--- src/rtl/bitop_sched_pkg.sv ---
// Shared types for the bit-op scheduler: word type, opcodes, FSM states.
// Pure declarations, no logic, no latency, no backpressure.
package bitop_sched_pkg;

   localparam int WIDTH = 16;

   typedef logic [WIDTH-1:0] word_t;

   typedef enum logic [1:0] {
      OP_ONES = 2'b00,
      OP_MSB  = 2'b01,
      OP_LOG2 = 2'b10,
      OP_RSVD = 2'b11
   } op_t;

   typedef enum logic [1:0] {
      S_IDLE  = 2'b00,
      S_EXEC  = 2'b01,
      S_EXEC2 = 2'b10,
      S_RESP  = 2'b11
   } state_t;

   localparam word_t LOG2_OF_ZERO = 16'hFFFF;

   function automatic word_t zext_cnt(input logic [4:0] cnt);
      return {11'b0, cnt};
   endfunction

endpackage

--- src/rtl/bitop_sched_if.sv ---
// One requester lane: op request channel plus result response channel.
// Both channels valid/ready; master is the requester, slave the scheduler.
interface bitop_sched_if;
   import bitop_sched_pkg::*;

   logic  req_valid;
   logic  req_ready;
   op_t   req_op;
   word_t req_data;
   logic  rsp_valid;
   logic  rsp_ready;
   word_t rsp_data;

   modport master (
      output req_valid, req_op, req_data, rsp_ready,
      input  req_ready, rsp_valid, rsp_data
   );

   modport slave (
      input  req_valid, req_op, req_data, rsp_ready,
      output req_ready, rsp_valid, rsp_data
   );

endinterface

--- src/rtl/bitop_sched_rr_arb.sv ---
// Two-way round-robin grant: a lone valid wins; on a tie the lane not served last wins,
// except right after reset when lane 0 is favoured. Combinational, no state.
module bitop_rr_arb (
   input  logic [1:0] i_valid,
   input  logic       i_rr_ptr,
   input  logic       i_fresh,
   output logic [1:0] o_grant
);
   always_comb begin
      o_grant = 2'b00;
      case (i_valid)
         2'b01:   o_grant = 2'b01;
         2'b10:   o_grant = 2'b10;
         2'b11:   o_grant = (i_fresh || i_rr_ptr) ? 2'b01 : 2'b10;
         default: o_grant = 2'b00;
      endcase
   end
endmodule

--- src/rtl/msb.sv ---
// Keeps only the highest set bit of a 16-bit word (zero in, zero out).
// Purely combinational, no backpressure.
module msb (
   input  logic [15:0] i_x,
   output logic [15:0] o_y
);
   always_comb begin
      o_y = '0;
      for (int i = 0; i < 16; i++) begin
         if (i_x[i]) o_y = 16'd1 << i;
      end
   end
endmodule

--- src/rtl/ones.sv ---
// Population count of a 16-bit word into a 5-bit result.
// Purely combinational, no backpressure.
module ones (
   input  logic [15:0] i_x,
   output logic [4:0]  o_cnt
);
   always_comb begin
      o_cnt = '0;
      for (int i = 0; i < 16; i++) begin
         o_cnt = o_cnt + {4'b0, i_x[i]};
      end
   end
endmodule

--- src/rtl/bitop_sched.sv ---
// Shares one msb + one ones unit between two lanes; result valid 2 cycles after accept (LOG2: 3).
// One op in flight; request ready only in IDLE, response held until its ready.
module bitop_sched
   import bitop_sched_pkg::*;
(
   input logic          clk,
   input logic          reset,
   bitop_sched_if.slave lane0,
   bitop_sched_if.slave lane1
);

   state_t     r_state;
   state_t     w_next_state;
   logic       r_rr_ptr;
   logic       r_fresh;
   logic       r_owner;
   op_t        r_op;
   word_t      r_operand;
   word_t      r_tmp;
   word_t      r_result;

   logic [1:0] w_req_vld;
   logic [1:0] w_rsp_rdy;
   logic [1:0] w_grant;
   logic [1:0] w_req_rdy;
   logic [1:0] w_rsp_vld;
   logic       w_accept;
   logic       w_ld_tmp;
   logic       w_ld_result;
   logic       w_rsp_done;
   word_t      w_result_d;
   word_t      w_msb;
   word_t      w_ones_in;
   logic [4:0] w_ones;

   assign w_req_vld = {lane1.req_valid, lane0.req_valid};
   assign w_rsp_rdy = {lane1.rsp_ready, lane0.rsp_ready};

   bitop_rr_arb u_arb (
      .i_valid  (w_req_vld),
      .i_rr_ptr (r_rr_ptr),
      .i_fresh  (r_fresh),
      .o_grant  (w_grant)
   );

   msb u_msb (
      .i_x (r_operand),
      .o_y (w_msb)
   );

   ones u_ones (
      .i_x   (w_ones_in),
      .o_cnt (w_ones)
   );

   always_comb begin
      w_next_state = r_state;
      w_accept     = 1'b0;
      w_ld_tmp     = 1'b0;
      w_ld_result  = 1'b0;
      w_rsp_done   = 1'b0;
      w_result_d   = '0;
      w_ones_in    = r_operand;
      w_req_rdy    = 2'b00;
      w_rsp_vld    = 2'b00;
      case (r_state)
         S_IDLE: begin
            w_req_rdy = reset ? w_grant : 2'b00;
            if (reset && (|w_grant)) begin
               w_accept     = 1'b1;
               w_next_state = S_EXEC;
            end
         end
         S_EXEC: begin
            w_next_state = S_RESP;
            w_ld_result  = 1'b1;
            case (r_op)
               OP_ONES: w_result_d = zext_cnt(w_ones);
               OP_MSB:  w_result_d = w_msb;
               OP_LOG2: begin
                  w_ld_result  = 1'b0;
                  w_ld_tmp     = 1'b1;
                  w_next_state = S_EXEC2;
               end
               default: w_result_d = '0;
            endcase
         end
         S_EXEC2: begin
            // index of a one-hot word == popcount of the mask below it
            w_ones_in    = r_tmp - 16'd1;
            w_ld_result  = 1'b1;
            w_result_d   = (r_tmp == '0) ? LOG2_OF_ZERO : zext_cnt(w_ones);
            w_next_state = S_RESP;
         end
         S_RESP: begin
            w_rsp_vld[r_owner] = reset;
            if (reset && w_rsp_rdy[r_owner]) begin
               w_rsp_done   = 1'b1;
               w_next_state = S_IDLE;
            end
         end
         default: w_next_state = S_IDLE;
      endcase
   end

   always_ff @(posedge clk) begin
      if (!reset) r_state <= S_IDLE;
      else        r_state <= w_next_state;
   end

   always_ff @(posedge clk) begin
      if (!reset) begin
         r_rr_ptr  <= 1'b0;
         r_fresh   <= 1'b1;
         r_owner   <= 1'b0;
         r_op      <= OP_ONES;
         r_operand <= '0;
         r_tmp     <= '0;
         r_result  <= '0;
      end else begin
         if (w_accept) begin
            r_owner   <= w_grant[1];
            r_op      <= w_grant[1] ? lane1.req_op   : lane0.req_op;
            r_operand <= w_grant[1] ? lane1.req_data : lane0.req_data;
         end
         if (w_ld_tmp)    r_tmp    <= w_msb;
         if (w_ld_result) r_result <= w_result_d;
         if (w_rsp_done) begin
            r_rr_ptr <= r_owner;
            r_fresh  <= 1'b0;
         end
      end
   end

   assign lane0.req_ready = w_req_rdy[0];
   assign lane1.req_ready = w_req_rdy[1];
   assign lane0.rsp_valid = w_rsp_vld[0];
   assign lane1.rsp_valid = w_rsp_vld[1];
   assign lane0.rsp_data  = w_rsp_vld[0] ? r_result : '0;
   assign lane1.rsp_data  = w_rsp_vld[1] ? r_result : '0;

endmodule
--- src/flat_wrapper.sv ---
// flat-port wrapper written by rule: the top's interface ports become plain ports
module bitop_sched_flat import bitop_sched_pkg::*;
  (clk, reset, lane0_req_valid, lane0_req_op, lane0_req_data, lane0_rsp_ready, lane0_req_ready, lane0_rsp_valid, lane0_rsp_data, lane1_req_valid, lane1_req_op, lane1_req_data, lane1_rsp_ready, lane1_req_ready, lane1_rsp_valid, lane1_rsp_data);
  bitop_sched_if lane0_i ();
  bitop_sched_if lane1_i ();
  input logic clk;
  input logic reset;
  input wire logic [$bits(lane0_i.req_valid)-1:0] lane0_req_valid;
  input wire logic [$bits(lane0_i.req_op)-1:0] lane0_req_op;
  input wire logic [$bits(lane0_i.req_data)-1:0] lane0_req_data;
  input wire logic [$bits(lane0_i.rsp_ready)-1:0] lane0_rsp_ready;
  output wire logic [$bits(lane0_i.req_ready)-1:0] lane0_req_ready;
  output wire logic [$bits(lane0_i.rsp_valid)-1:0] lane0_rsp_valid;
  output wire logic [$bits(lane0_i.rsp_data)-1:0] lane0_rsp_data;
  input wire logic [$bits(lane1_i.req_valid)-1:0] lane1_req_valid;
  input wire logic [$bits(lane1_i.req_op)-1:0] lane1_req_op;
  input wire logic [$bits(lane1_i.req_data)-1:0] lane1_req_data;
  input wire logic [$bits(lane1_i.rsp_ready)-1:0] lane1_rsp_ready;
  output wire logic [$bits(lane1_i.req_ready)-1:0] lane1_req_ready;
  output wire logic [$bits(lane1_i.rsp_valid)-1:0] lane1_rsp_valid;
  output wire logic [$bits(lane1_i.rsp_data)-1:0] lane1_rsp_data;
  assign lane0_i.req_valid = lane0_req_valid;
  assign lane0_i.req_op = lane0_req_op;
  assign lane0_i.req_data = lane0_req_data;
  assign lane0_i.rsp_ready = lane0_rsp_ready;
  assign lane0_req_ready = lane0_i.req_ready;
  assign lane0_rsp_valid = lane0_i.rsp_valid;
  assign lane0_rsp_data = lane0_i.rsp_data;
  assign lane1_i.req_valid = lane1_req_valid;
  assign lane1_i.req_op = lane1_req_op;
  assign lane1_i.req_data = lane1_req_data;
  assign lane1_i.rsp_ready = lane1_rsp_ready;
  assign lane1_req_ready = lane1_i.req_ready;
  assign lane1_rsp_valid = lane1_i.rsp_valid;
  assign lane1_rsp_data = lane1_i.rsp_data;
  bitop_sched u_core (.clk(clk), .reset(reset), .lane0(lane0_i), .lane1(lane1_i));
endmodule
--- config.mk ---
export PLATFORM = sky130hd
export DESIGN_NAME = bitop_sched_flat
export DESIGN_NICKNAME = d
export VERILOG_FILES = /design/src/rtl/bitop_sched_pkg.sv /design/src/rtl/bitop_sched_if.sv /design/src/rtl/bitop_sched_rr_arb.sv /design/src/rtl/msb.sv /design/src/rtl/ones.sv /design/src/rtl/bitop_sched.sv /design/src/flat_wrapper.sv
export SDC_FILE = /design/constraint.sdc
export NUM_CORES = 1
export LEC_CHECK = 0
export BUFFER_PORTS_ARGS = -buffer_cell sky130_fd_sc_hd__buf_4
export CAP_MARGIN = 20
export CORE_MARGIN = 10
export CORE_UTILIZATION = 46
export DETAILED_ROUTE_END_ITERATION = 8
export PLACE_DENSITY = 0.69
export SYNTH_ARGS = -nofsm -noshare
export SYNTH_HDL_FRONTEND = slang
export SYNTH_SLANG_ARGS = --single-unit
--- constraint.sdc ---
create_clock -name clk -period 6.75 [get_ports clk]
set_input_delay 0.675 -clock clk [delete_from_list [all_inputs] [get_ports clk]]
set_output_delay 0.675 -clock clk [all_outputs]
set_load 0.01 [all_outputs]
==> metrics <==
global-route congestion overflow total 0; largest net degree at the start of global routing 61; Worst EP required 6.97 ns; r2r setup slk 1.75 ns; num rows 31; worst hold path type flip-flop to flip-flop; final count of negative-setup-slack endpoints 0; Synth Register Bits 55; kind of critical path flip-flop to flip-flop; leakage dissipation 1.93 nW; sequential cell area fraction in the yosys report 31.1%; CTS Hold Bufs 0; DR pass1 iterations 4; Worst EP arrival 5.22 ns; synth unique cells 54; n_diodes 0; reg-to-reg startpoint u_core.r_tmp[0]$_SDFFE_PN0P_; layout cells sized above 1 19.9%; highest-count cells in the layout ignoring fill and taps 78 x buf_4, 55 x dfxtp_1, 43 x and2_1, 37 x o21ai_0, 28 x nand2_1; relative slew slack 34.8%; starting density of the core 48.0%; Max-Cap Viols 0; Placeable Area 7370 µm²; worst slew pin tran 0.977 ns; CTS Buffer Depth 2; Ports 78; first-pass GRT wire length 14.8 mm; Max Clock Skew 0.00383 ns; vias per inst 5.37; Tot GR Track Use 15.2%; post-route minimum period 5.00 ns; WL final 8.90 mm; fin. max-slew vios 0; RSZ-0062 raised after global routing false; most numerous cell on the critical path fa_1; CTS tree done; crit-path cells inv_1, ha_1, nor3b_2, nand4_1, xnor2_1, mux2i_1, fa_1, inv_1, fa_1, inv_1, fa_1, fa_1, inv_1, ha_1, fa_1, a21o_1, nand2_1, o22ai_1, o221a_1; Final Cycle Share 74.1%; port bufs 77; Crit path largest cell delay 0.57 ns; Net Count, Synth 473; post-synthesis cell count 410; dpl cell area 4150 µm²; clock slew at reported path FFs 0.10 ns; syn avg cell area 8.64 µm²; DR iter-0 viols 147; CTS Buf Count 5; reg-to-reg endpoint u_core.r_result[4]$_SDFFE_PN0P_; Async SR Flop Fraction 0%; highest clock rate 200 MHz; Peak VDD IR 0.268 mV; Post-Syn Area 3540 µm²; DIE AREA 11600 µm²; Root Buffer clkbuf_8; Syn-to-layout area delta 20.3%; min-delay src u_core.r_fresh$_SDFFE_PN1P_; Post-synth EDFFs 0; Die Ht 108 µm; WHS Path Cells 2; GP Congestion 0.870; clk_lat worst skew 0.31 ns; Yosys warnings 0; number of global-route vias before repair 3019; number of H-tree levels 2; worst-path cell with the longest stage delay fa_1; Pwr Total 0.00189 W; Worst Setup End Kind flip-flop; Setup TNS Final 0 ns; # DRC 0; post-cts resize count 0; Synth Flop Type dfxtp_1; Hold Crit Endpoint u_core.r_fresh$_SDFFE_PN1P_; status complete, no violations; dpl hpwl 7.03 mm; Routed WL per cell 15.6 µm; Post-DRT Antenna Nets 0; vias post-DR 3071; CP Launch Type flip-flop; clock sink count 55; final net count 535; initial antenna violation count 0; most common cell after layout, fill and taps aside buf_4; Post-CTS Setup Bufs 0; CP max FO 6; Final Hold Fails 0; Final Cell Area 4260 µm²; Power per Cell Area 444 nW/µm²; Die X 108 µm; worst reg2reg path depth 19
-- logic make-up (layout without fill, tap and decap cells) --
family                     after synthesis  in the layout  share of synthesized area, %
AOI/OAI and AO/OA                       85             85                          17.1
adders and majority gates               21             21                          9.54
DFF                                     55             55                          31.1
buffers and inverters                   40            103                          4.70
and+or+nand+nor                        172            172                          27.5
xor gates and xnor gates                11             11                          2.72
muxes                                   26             26                          7.35
-- cells in the mapped netlist, types with 10 or more instances --
library cell	n	area, µm²
nand3_1	27	135
nor2_1	26	97.6
nand2_1	28	105
o221a_1	15	169
mux2i_1	26	260
dfxtp_1	55	1100
o21ai_0	37	185
clkbuf_1	17	63.8
and2_1	43	269
ha_1	11	138
fa_1	10	200
inv_1	17	63.8
-- area by class of cell --
type	count	area [µm²]
flip-flops and latches	55	1100
inverters	17	63.8
clock buffers	5	68.8
well taps	99	124
multi-input cells	315	2270
fillers	722	3110
clock inverters	3	43.8
repair buffers	78	586
-- per-stage QoR --
| stage | setup WS (ns) | hold WS, ns | instances | utilization, % |
|---|---|---|---|---|
| final | 1.75 | 0.475 | 572 | 57.8 |
| after detailed placement | 1.74 | 0.461 | 564 | 56.3 |
| after global placement | 1.87 | 0.448 | 564 | 56.3 |
| after floorplan | 1.98 | 0.432 | 410 | - |
| after global routing | 1.40 | 0.522 | 572 | 57.8 |
| after CTS | 1.72 | 0.477 | 572 | 57.8 |
-- registers in the layout, summed over array words and instances (netlist names) --
register          flops
u_core.r_rr_ptr       1
u_core.r_op           2
u_core.r_result      16
u_core.r_fresh        1
u_core.r_state        2
u_core.r_tmp         16
u_core.r_operand     16
u_core.r_owner        1
-- worst max-delay path by stage --
stage,endpoint,startpoint,depth (start not counted)
after floorplan,u_core.r_result[4]$_SDFFE_PN0P_,u_core.r_state[0]$_SDFFE_PN0P_,16
after global placement,u_core.r_result[4]$_SDFFE_PN0P_,u_core.r_tmp[0]$_SDFFE_PN0P_,19
after detailed placement,u_core.r_result[4]$_SDFFE_PN0P_,u_core.r_tmp[0]$_SDFFE_PN0P_,19
after CTS,u_core.r_result[4]$_SDFFE_PN0P_,u_core.r_tmp[0]$_SDFFE_PN0P_,19
after global routing,u_core.r_result[2]$_SDFFE_PN0P_,u_core.r_tmp[0]$_SDFFE_PN0P_,19
final,u_core.r_result[4]$_SDFFE_PN0P_,u_core.r_tmp[0]$_SDFFE_PN0P_,19
-- critical path, delay by kind of cell (launching register included) --
family	cells	cell delay, ns
xor gates and xnor gates	1	0.16
muxes	1	0.11
DFF	1	0.35
buffers and inverters	4	0.24
AOI/OAI and AO/OA	3	0.47
adders and majority gates	7	2.89
and+or+nand+nor	3	0.69
-- per-layer routing --
layer,routed length [µm],GRT usage [%]
met5,0,0
met4,61,3.05
met3,768,4.91
met2,3750,23.1
met1,4330,20.6
-- report_power, final --
group / internal, W / switching (W) / leakage (nW) / total, W
Sequential: 0.000402 / 0.0000811 / 0.449 / 0.000484
Combinational: 0.000514 / 0.000671 / 1.42 / 0.00119
Clock: 0.000111 / 0.000112 / 0.0581 / 0.000222
Total: 0.00103 / 0.000864 / 1.93 / 0.00189
Note: power is estimated with default switching activity, not from simulation.
